## src/rtl/even_counter_ctrl.sv

```systemverilog
// Board-input front end for the even up/down counter: synchronizes and debounces the
// pushbuttons, turns presses into one-cycle commands and adds optional auto-run steps.
module even_counter_ctrl #(
  parameter int DEBOUNCE_CYCLES = 4,
  parameter int AUTO_DIV        = 8,
  parameter int PRE_W           = 3
) (
  input  logic       clk,
  input  logic       reset,
  input  logic       btn_up,
  input  logic       btn_down,
  input  logic       btn_load,
  input  logic       sw_dir,
  input  logic       sw_auto,
  input  logic [3:0] sw_data,
  output logic       load,
  output logic       count_en,
  output logic [1:0] c,
  output logic [3:0] data_in
);

  localparam int DB_W       = $clog2(DEBOUNCE_CYCLES + 1);
  // The sync chain reads 0 for two cycles after reset, so arming needs a longer quiet run.
  localparam int ARM_CYCLES = (DEBOUNCE_CYCLES > 3) ? DEBOUNCE_CYCLES : 3;
  localparam int ARM_W      = $clog2(ARM_CYCLES + 1);

  logic [8:0] raw_vec;
  logic [8:0] sync1_reg;
  logic [8:0] sync2_reg;
  logic [2:0] press;
  logic [PRE_W-1:0] pre_reg;
  logic       tick;
  logic       auto_sync;
  logic       dir_sync;
  logic [3:0] data_sync;
  logic       load_next;
  logic       count_en_next;
  logic [1:0] c_next;
  logic [3:0] data_next;

  assign raw_vec   = {sw_data, sw_auto, sw_dir, btn_load, btn_down, btn_up};
  assign dir_sync  = sync2_reg[3];
  assign auto_sync = sync2_reg[4];
  assign data_sync = sync2_reg[8:5];

  always_ff @(posedge clk or negedge reset) begin
    if (!reset) begin
      sync1_reg <= '0;
      sync2_reg <= '0;
    end else begin
      sync1_reg <= raw_vec;
      sync2_reg <= sync1_reg;
    end
  end

  // Bit 0 = up, 1 = down, 2 = load.
  genvar gi;
  generate
    for (gi = 0; gi < 3; gi++) begin : g_btn
      logic [DB_W-1:0]  db_cnt_reg;
      logic [ARM_W-1:0] arm_cnt_reg;
      logic             db_reg;
      logic             db_prev_reg;
      logic             armed_reg;
      logic             lvl;

      assign lvl = sync2_reg[gi];

      always_ff @(posedge clk or negedge reset) begin
        if (!reset) begin
          db_cnt_reg  <= '0;
          arm_cnt_reg <= '0;
          db_reg      <= 1'b0;
          db_prev_reg <= 1'b0;
          armed_reg   <= 1'b0;
        end else begin
          db_prev_reg <= db_reg;
          if (lvl != db_reg) begin
            if (db_cnt_reg == DB_W'(DEBOUNCE_CYCLES - 1)) begin
              db_reg     <= lvl;
              db_cnt_reg <= '0;
            end else begin
              db_cnt_reg <= db_cnt_reg + DB_W'(1);
            end
          end else begin
            db_cnt_reg <= '0;
          end
          // A press is only honoured once the button has been seen released after reset.
          if (!lvl && !db_reg) begin
            if (arm_cnt_reg != ARM_W'(ARM_CYCLES))
              arm_cnt_reg <= arm_cnt_reg + ARM_W'(1);
          end else begin
            arm_cnt_reg <= '0;
          end
          if (arm_cnt_reg == ARM_W'(ARM_CYCLES))
            armed_reg <= 1'b1;
        end
      end

      assign press[gi] = db_reg & ~db_prev_reg & armed_reg;
    end
  endgenerate

  always_ff @(posedge clk or negedge reset) begin
    if (!reset) begin
      pre_reg <= '0;
    end else if (!auto_sync || pre_reg == PRE_W'(AUTO_DIV - 1)) begin
      pre_reg <= '0;
    end else begin
      pre_reg <= pre_reg + PRE_W'(1);
    end
  end

  assign tick = auto_sync && (pre_reg == PRE_W'(AUTO_DIV - 1));

  always_comb begin
    load_next     = 1'b0;
    count_en_next = 1'b0;
    c_next        = 2'b11;
    data_next     = data_in;
    if (press[2]) begin
      load_next = 1'b1;
      data_next = data_sync;
    end else if (press[0] ^ press[1]) begin
      count_en_next = 1'b1;
      c_next        = press[1] ? 2'b01 : 2'b00;
    end else if (!(press[0] | press[1]) && tick) begin
      count_en_next = 1'b1;
      c_next        = dir_sync ? 2'b01 : 2'b00;
    end
  end

  always_ff @(posedge clk or negedge reset) begin
    if (!reset) begin
      load     <= 1'b0;
      count_en <= 1'b0;
      c        <= 2'b11;
      data_in  <= '0;
    end else begin
      load     <= load_next;
      count_en <= count_en_next;
      c        <= c_next;
      data_in  <= data_next;
    end
  end

endmodule

```

## config.mk

```make
export PLATFORM = sky130hd
export DESIGN_NAME = even_counter_ctrl
export DESIGN_NICKNAME = d
export VERILOG_FILES = /design/src/rtl/even_counter_ctrl.sv
export SDC_FILE = /design/constraint.sdc
export NUM_CORES = 1
export LEC_CHECK = 0
export ABC_AREA = 1
export CORE_UTILIZATION = 30
export DETAILED_ROUTE_END_ITERATION = 10
export GPL_TIMING_DRIVEN = 1
export PLACE_DENSITY = 0.56
export SYNTH_ARGS = -nofsm -noshare
export SYNTH_HDL_FRONTEND = slang
export SYNTH_SLANG_ARGS = --single-unit
```

## constraint.sdc

```tcl
create_clock -name clk -period 1.95 [get_ports clk]
set_clock_uncertainty 0.2 [all_clocks]
set_input_delay 0.195 -clock clk [delete_from_list [all_inputs] [get_ports clk]]
set_output_delay 0.195 -clock clk [all_outputs]
set_load 0.02 [all_outputs]
```

# == Word-level counts from Yosys, hierarchy flattened ==
# Index checks and enable logic that the tools add are counted.
# totals
elab_cells,95
mem_count,0
mem_bits_ro,0
mem_bits_rw,0
reg_bits,56
in_bits,11
out_inout_bits,8
latchBits,0
# op_classes
eq_ne,16
n_bitwise,11
n_div,0
n_reduce_logical,17
mul,0
order_cmp,0
shifts,0
muxes,22
n_addsub,7
# ops
op,n
$mux W3,13
$add A3 B1 Y3 const B,7
$eq A3 B3 Y1 const B,4
$eq A3 B2 Y1 const B,3
$ne A3 B3 Y1 const B,3
$logic_not A1 Y1,8
$and A1 B1 Y1,6
$mux W1,6
$mux W2,3
$ne A2 B1 Y1 const B,3
$reduce_and A2 Y1,3
$logic_and A1 B1 Y1,5
$ne A1 B1 Y1,3
$not A1 Y1,3
$logic_or A1 B1 Y1,1
$or A1 B1 Y1,1
$xor A1 B1 Y1,1

# == Logic depth before layout (Yosys ltp) ==
# depth
depth_word,9
ltp_mapped,7

# == Worst setup path after synthesis ==
# Ideal clock, no wire load.
# synth_timing
path_kind,reg2reg
start,reg g_btn[0].db_reg
end,reg c[0]
path_stages_with_launch,8
slack_ps,575
arrival_ps,1094
setup_ps,81
path_cell_list,dfrtp_1 inv_1 nor2_1 nand2_1 ha_1 or2_1 nand2_1 nand2_1
# synth_between
elab_chain_len,8
elab_cells_between_ends,9
# synth_lines
element,line_no,rtl
"start, declared",62,logic db_reg;
"start signal, assigned",80,db_reg <= lvl;
$and A1 B1 Y1 * (2 in series),100,assign press[gi] = db_reg & ~db_prev_reg & armed_reg;
$or A1 B1 Y1,127,end else if (!(press[0] | press[1]) && tick) begin
$logic_not A1 Y1,127,
$logic_and A1 B1 Y1,127,
$mux W2,127,
$mux W2 *,124,end else if (press[0] ^ press[1]) begin
$mux W2 *,121,if (press[2]) begin
net c_next[0],38,logic [1:0] c_next;
"end signal, assigned",142,c <= c_next;
"end, declared",18,"output logic [1:0] c,"
# The timed path passes the listed nets; every way through them passes the cells marked *.
# A chain may end at the register's enable or synchronous reset.

# == Worst setup path in the final report ==
# layout_timing
start,reg c[1]
end,out c[1]
# No word-level cell between the ends.

==> run metrics <==
Top Ports=19; clock power share=20.0%; Pre-Repair DR Iteration Count=4; count of final max-slew check failures=0; clock root buffer=clkbuf_8; Synth Net Count=217; CP Max Fanout=1; total die area=7350 um2; DR vias/cell=3.86; Filler cells=661; Mapped Cells=191; CP cell instances=clkdlybuf4s50_1; grt ovf=0; worst-margin pin slew=0.284 ns; # diodes=0; DRT antenna net count=0; Hold Path Class=in2reg; # setup viols final=0; total track usage=9.14%; crit start category=flop; later-pin clock latency in the skew report=0.30 ns; clk slew on worst S/H paths=0.09 ns; largest net degree at the start of global routing=57; Int Pwr=2070 uW; worst path required time=1.55 ns; switch share=31.9%; Core Box Area=6790 um2; register area share after synthesis=66.8%; Seq cells post-synth=56; initial core utilization=30.9%; setup bufs post-CTS=0; Worst EP arrival=1.41 ns; vias in the first global route=1221; GPL Wtd Cong=0.723; Final Util=37.0%; Distinct cells, synth=16; min cycle time layout=1.81 ns; portion of total power attributed to sequential cells=52.4%; first-pass GRT wire length=5200 um; crit path kind=reg2out; Cell Pwr Density=1210 nW/um2; delay-heaviest family, CP=buffers and inverters; RSZ-0062 raised after global routing=false; worst path bufs/invs=1; Comb power frac=27.6%; H-tree Lvls=2; Final nets=244; WL/cell=8.70 um; Num CTS Buffers=5; Mapped Area=2100 um2; Vias=1217; Highest Clock Rate=0.553 GHz; DRT iter0 DRCs=63; CTS tree=built; status=finished, final reports clean; DP HPWL=1920 um; final worst-path cycle share=92.8%; DR DRC count=0; Static Leak=0.00126 uW; Max-slew headroom=81.0%; setup TNS=0 ns; clk sinks=56; Warnings, synthesis=0; Port Buffers=18; PostCTS Resize Cnt=0; Max clock buf depth=2; Rows=30; switching pwr=968 uW; layout cell share with drive strength beyond 1=6.85%; Hold Fails Final Rpt=0; CP peak stage delay=0.59 ns; Die Ht=85.7 um; Die Wd=85.7 um; Max-Cap Viols=0; Post-Syn Area per Cell=11.0 um2; Max VDD drop=374 uV; area grow syn2layout=19.6%; slowest CP cell=clkdlybuf4s50_1; Post-Route WL=2740 um; critical path capture point type=primary output; number of antenna violations at the first check in global routing=0
## cells in the final DEF, fill, tap and decap left out, types with 2 or more instances in the layout
| master | Yosys | final |
|---|---|---|
| nand3_1 | 12 | 12 |
| dfrtp_1 | 54 | 54 |
| nor2_1 | 14 | 14 |
| inv_1 | 33 | 33 |
| nor3_1 | 2 | 2 |
| nand2_1 | 44 | 44 |
| ha_1 | 15 | 15 |
| dfstp_2 | 2 | 2 |
| o21ai_0 | 7 | 7 |
| a21oi_1 | 2 | 2 |
| clkbuf_8 | 0 | 5 |
| clkdlybuf4s50_1 | 0 | 17 |
## final timing paths
kind | start | end | slack [ns] | cells past startpoint
hold / removal | sw_auto | sync1_reg[4] | 0.12 | 1
hold reg to reg | sync1_reg[1] | sync2_reg[1] | 0.15 | 0
setup reg to reg | g_btn[0].db_reg | c[0] | 0.49 | 7
setup / recovery | c[1] | c[1] | 0.14 | 1
max in group asynchronous | reset | c[1] | 1.06 | 3
min in group asynchronous | reset | pre_reg[0] | 0.21 | 3
## Yosys cell counts
| master | number | area [um2] |
|---|---|---|
| nand2_1 | 44 | 165 |
| dfrtp_1 | 54 | 1350 |
| nor2_1 | 14 | 52.6 |
| nand3_1 | 12 | 60.1 |
| inv_2 | 1 | 3.75 |
| a21oi_1 | 2 | 10.0 |
| or2_1 | 1 | 6.26 |
| nor2_8 | 1 | 20.0 |
| inv_1 | 33 | 124 |
| xor2_1 | 1 | 8.76 |
| nand2_2 | 1 | 6.26 |
| a21oi_2 | 1 | 8.76 |
| ha_1 | 15 | 188 |
| dfstp_2 | 2 | 52.6 |
| nor3_1 | 2 | 10.0 |
| o21ai_0 | 7 | 35.0 |
## metrics by stage
| step | hold WS [ns] | total power (uW) | std cells | worst slack [ns] | instance area (um2) |
|---|---|---|---|---|---|
| floorplan | -0.301 | 2180 | 191 | 0.575 | 2100 |
| global placement | 0.0144 | 2440 | 306 | 0.478 | 2420 |
| detailed placement | 0.0149 | 2470 | 306 | 0.470 | 2420 |
| CTS | 0.107 | 3100 | 315 | 0.117 | 2510 |
| global route | 0.0965 | 3310 | 315 | 0.0768 | 2510 |
| finish | 0.121 | 3040 | 315 | 0.141 | 2510 |
## kinds of logic (layout without fill, tap and decap cells)
logic type	count (synthesis)	after routing	share of synthesized area, %
AND/OR/NAND/NOR	75	75	15.2
buffers and inverters	34	62	6.07
XOR/XNOR	1	1	0.417
AO/OA/AOI/OAI	10	10	2.56
adder cells (fa/ha/maj)	15	15	8.93
flip-flops	56	56	66.8
## routing by layer
layer  global-route usage (%)  up-vias  wire length [um]
li1                         -      630                 -
met5                        0        -                 0
met4                     4.55        0                29
met1                     10.6      563              1350
met3                     3.08        2               111
met2                     15.1       22              1250
## final cells by class
type                       count  area [um2]  area share (%)
timing repair buffer          20         205            8.16
clock inverter                 2        13.8           0.548
inverter                      34         128            5.08
clock buffer                   6        72.6            2.89
sequential                    56        1400            55.8
multi-input combinational    101         571            22.7
tap                           96         120            4.78
## power by group through the flow
stage                     Clock (uW)  Sequential [uW]  Combinational (uW)
final                            609             1590                 837
after CTS                        648             1600                 859
after global routing             694             1630                 987
after global placement             0             1610                 834
after floorplan                    0             1670                 508
after detailed placement           0             1620                 854
## timing repair
action,4_1_cts,5_1_grt
setup endpoints to repair,0,0
hold buffers,1,0
hold endpoints to repair,56,0
Note: power is estimated with default switching activity, not from simulation.
==> RTL edit 1: new RTL, config.mk and constraints unchanged <==
Change the parameter `PRE_W` from 3 to 6.
--- a/src/rtl/even_counter_ctrl.sv
+++ b/src/rtl/even_counter_ctrl.sv
@@ -5,3 +5,3 @@
   parameter int AUTO_DIV        = 8,
-  parameter int PRE_W           = 3
+  parameter int PRE_W           = 6
 ) (
Formal check against the unedited RTL: no difference found for any inputs over 10 cycles, from zero or initial values and one cycle with reset low; that may be too few to reach the edited logic, so the function may still have changed.
==> RTL edit 1 against the unedited design <==
First-iteration DRC count shrank 43%. Routed wire length grew 17%. Sequential cell count grew 3. Global-route usage grew 1.4 points. Design area grew 11%. Count of clock-buffer cells in the layout grew 5. Synthesized area grew 6.0%. Largest power group unchanged. Sequential share of layout area shrank 3.0 points. Critical path type unchanged. Worst setup slack lost 14 ps. Power grew 27%. Fmax shrank 0.80%. Sequential power grew 3%. Die area grew 5.8%. Critical path depth is the same.
==> RTL edit 1: results (changes against the unedited design) <==
| Metric | Value |
|---|---|
| Post-DR vias/cell | `4.065 (+5.2%)` |
| CTS Buf Count | `9 (+4)` |
| Met1 Use GR | `11.43% (+0.80 points)` |
| Nets@finish | `262 (+7.4%)` |
| Arr. time, crit path | `1430 ps (+20 ps)` |
| Sequential share of power | `42.7% (-9.7 points)` |
| Synth Net Count | `231 (+6.5%)` |
| Crit-path max FO | `1 (unchanged)` |
| First-pass GRT wire length | `5871 microns (+13%)` |
| Worst-margin pin slew | `316.9 ps (+32.60 ps)` |
| Leak | `1.375 nW (+8.9%)` |
| Root Buffer Master | `clkbuf_8` |
| Place WS | `477.9 ps (+7.938 ps)` |
| Distinct cells, synth | `17 (+1)` |
| Mean Syn Cell Area | `10.81 sq um (-1.8%)` |
| Hold Buf Count CTS | `1 (unchanged)` |
| DR iter-0 viols | `36 (-43%)` |
| Largest net degree at the start of global routing | `60 (+5.3%)` |
| Placed Instances | `324 (+5.9%)` |
| Sequential share of the synthesized area | `66.40% (-0.38 points)` |
| Pwr/cell area | `1376 mW/mm^2 (+14%)` |
| Routed wire per std cell | `9.405 microns (+8.1%)` |
| CTS clk-pin slew, worst paths | `60 ps (-30 ps)` |
| Clk_lat worst skew | `330 ps (+30 ps)` |
| DP Area | `0.002546 sq mm (+5.3%)` |
| Peak supply drop | `0.5472 mV (+46%)` |
| Run status | `complete, no violations` |
| Met3 usage | `6.126% (+3.0 points)` |
| Worst min path class | `in -> reg` |
| I/O Buffers | `18 (unchanged)` |
| Gr usage total | `10.52% (+1.4 points)` |
| Vias in the first global route | `1364 (+12%)` |
| Met2 usage | `16.57% (+1.4 points)` |
| Net Sw Frac | `28.21% (-3.7 points)` |
| Metal3 WL | `179 microns (+61%)` |
| DP HPWL | `2155 microns (+12%)` |
| Wire length on met1 | `1444 microns (+7.0%)` |
| Final cell count without fillers | `341 (+8.3%)` |
| Layout cells sized above 1 | `10.33% (+3.5 points)` |
| # setup viols final | `0 (unchanged)` |
| Commonest cells post-synth | `dfrtp_1 (57), nand2_1 (42), inv_1 (31)` |
| Met2 WL | `1509 microns (+21%)` |
| Top cells by area, synth | `dfrtp_1 (64%), ha_1 (7.9%), nand2_1 (7.1%)` |
| Clock network power | `1.34 mW (+120%)` |
| H-Tree Level Count | `3 (+1)` |
| GPL Wtd Cong | `0.7224 (about the same)` |
-- RTL edit 1: cells by family after synthesis --
group,Yosys count,synth area share (%)
XOR/XNOR,1,0.3933
flip-flops,59,66.40
buffers and inverters,34,5.730
adder cells (fa/ha/maj),14,7.865
AND/OR/NAND/NOR,80,15.39
AO/OA/AOI/OAI,18,4.213
-- RTL edit 1: path summary, 6_finish.rpt --
check	cells past startpoint	start	slack [ps]	to
worst max register to register	6	pre_reg[0]	510	pre_reg[5]
worst min-delay path	1	sw_data[0]	90	sync1_reg[5]
worst max-delay path	1	c[1]	130	c[1]
worst min register to register	0	sync1_reg[7]	150	sync2_reg[7]
max in group asynchronous	3	reset	1080	c[0]
min in group asynchronous	3	reset	190	g_btn[1].arm_cnt_reg[2]
-- RTL edit 1: cell type report --
cell class,instances,area [sq um]
clock buffers,11,141.4
clock inverters,5,100.1
fillers,736,4417
inverters,34,127.6
multi-input cells,113,620.6
flip-flops and latches,59,1479
well taps,99,123.9
repair buffers,20,205.2
==> RTL edit 2: new RTL, same settings <==
Made on the original files. Take the reset off `data_in` and load it in a clocked block of its own.
--- a/src/rtl/even_counter_ctrl.sv
+++ b/src/rtl/even_counter_ctrl.sv
@@ -137,3 +137,2 @@
       c        <= 2'b11;
-      data_in  <= '0;
     end else begin
@@ -142,4 +141,7 @@
       c        <= c_next;
-      data_in  <= data_next;
     end
+  end
+
+  always_ff @(posedge clk) begin
+    data_in <= data_next;
   end
Check against the original RTL: differs if reset is asserted again (counterexample within 10 cycles, from zero or initial values and one cycle with reset low); with reset held inactive, the same outputs for 10 cycles.
==> RTL edit 2 against the unedited design <==
Synthesized area fell by 0.60%. Sequential cell count did not move. Worst setup slack improved by 9.3 ps. Power fell by 2.7%. Die area fell by 0.58%. Cell count fell by 9.2%. Design area fell by 1.1%. Routed wire length did not move. Critical endpoint unchanged. Largest cell class unchanged.
==> RTL edit 2: results (changes against the unedited design) <==
| Metric | Value |
|---|---|
| Placed Instances | `277 (-9.5%)` |
| Mapped Cells | `178 (-6.8%)` |
| I/O Buffers | `18 (unchanged)` |
| GPL Wtd Cong | `0.7372 (+2.0%)` |
| Clk_lat worst skew | `290 ps` |
| Synth Area in XOR/XNOR | `0.4192% (+0.0025 points)` |
| Fraction of area in multi-input gates | `21.80% (-0.90 points)` |
| Final cell count without fillers | `286 (-9.2%)` |
| FFs w/ async S/R, synth | `92.86% (-7.1 points)` |
| Sequential cell count | `56 (unchanged)` |
| Place WS | `470.7 ps (+0.7780 ps)` |
| Worst min path class | `in -> reg` |
| Leak | `1.207 nW (-4.5%)` |
| Seq area share | `57.30% (+1.5 points)` |
| Multi-input gate count | `89 (-12%)` |
| Setup_tns | `0 ps (unchanged)` |
| CTS Buf Count | `5 (unchanged)` |
| Compound-Gate Fraction of Synth Area | `2.934% (+0.37 points)` |
| Post-synth EDFFs | `4 (+4)` |
| DR iter-0 viols | `60 (-4.8%)` |
| Nets@finish | `231 (-5.3%)` |
| Post-CTS Setup Inserts | `0 (unchanged)` |
| Vias in the first global route | `1184 (-3.0%)` |
| First-pass DRT Iterations | `4 (unchanged)` |
| Final wirelength | `2740 microns (unchanged)` |
| Layout cells sized above 1 | `10.19% (+3.3 points)` |
| Clock power frac | `21.0% (+1.0 points)` |
| N_taps | `80 (-17%)` |
| Buffer depth of the longest clock path | `2 (unchanged)` |
| # fillers | `676 (+2.3%)` |
| First-pass GRT wire length | `5043 microns (-3.1%)` |
| Top cells by area, synth | `dfrtp_1 (60%), ha_1 (9.0%), edfxtp_1 (5.7%)` |
| Gr usage total | `8.888% (-0.25 points)` |
| Mux contribution to synthesized area | `0% (unchanged)` |
| Invs w/o clock | `33 (-2.9%)` |
| Slowest CP cell | `clkdlybuf4s50_1` |
| Sequential share of power | `53.2% (+0.8 points)` |
| Non-clock buffer share | `8.258% (+0.095 points)` |
| Commonest cells post-synth | `dfrtp_1 (50), inv_1 (31), nand2_1 (29)` |
| Clock network area share | `3.625% (+0.19 points)` |
| Sequential share of the synthesized area | `68.14% (+1.4 points)` |
| Fin area | `0.002485 sq mm (-1.1%)` |
| Largest net degree at the start of global routing | `36 (-37%)` |
| Distinct cells, synth | `20 (+4)` |
| Max-slew headroom | `71.03% (-10 points)` |
| Antenna violations before repair | `0 (unchanged)` |
| CTS clk-pin slew, worst paths | `90 ps (about the same)` |
| Crit-path max FO | `1 (unchanged)` |
| DP Area | `0.002385 sq mm (-1.3%)` |
| DP HPWL | `2004 microns (+4.4%)` |
| Synth Net Count | `204 (-6.0%)` |
| Run status | `complete, no violations` |
| Max stage delay on crit path | `590 ps (about the same)` |
| Clock network power | `619 uW (+2%)` |
| Post-synthesis adder-cell area fraction | `8.982% (+0.053 points)` |
| Clock buf count | `8 (+2)` |
| Post-DR vias/cell | `4.129 (+6.9%)` |
| Net Switching | `891.5 uW (-7.9%)` |
| Peak supply drop | `0.6377 mV (+70%)` |
-- RTL edit 2: changes by cell type after synthesis, moves of 2 or more --
cell / change
nor2_2: +2
o21ai_1: +6
edfxtp_1: +4
dfrtp_1: -4
nand2_1: -15
nand2_2: +3
nor2_1: -2
inv_1: -2
o21ai_0: -6
-- RTL edit 2: worst paths after layout --
path	endpoint	depth (start not counted)	start	slack, ps
max in group asynchronous	g_btn[2].arm_cnt_reg[1]	3	reset	860
worst min-delay path	sync1_reg[3]	1	sw_dir	130
worst max register to register	c[0]	7	g_btn[0].db_reg	490
worst max-delay path	c[1]	1	c[1]	150
worst min register to register	sync2_reg[7]	0	sync1_reg[7]	150
min in group asynchronous	g_btn[0].arm_cnt_reg[1]	2	reset	160
-- RTL edit 2: metal layers --
layer	up-vias	track usage [%]	wire length (microns)
met5	-	0	0
met4	0	3.182	22
met3	2	3.016	98
met2	17	14.40	1277
met1	559	11.09	1340
li1	603	-	-
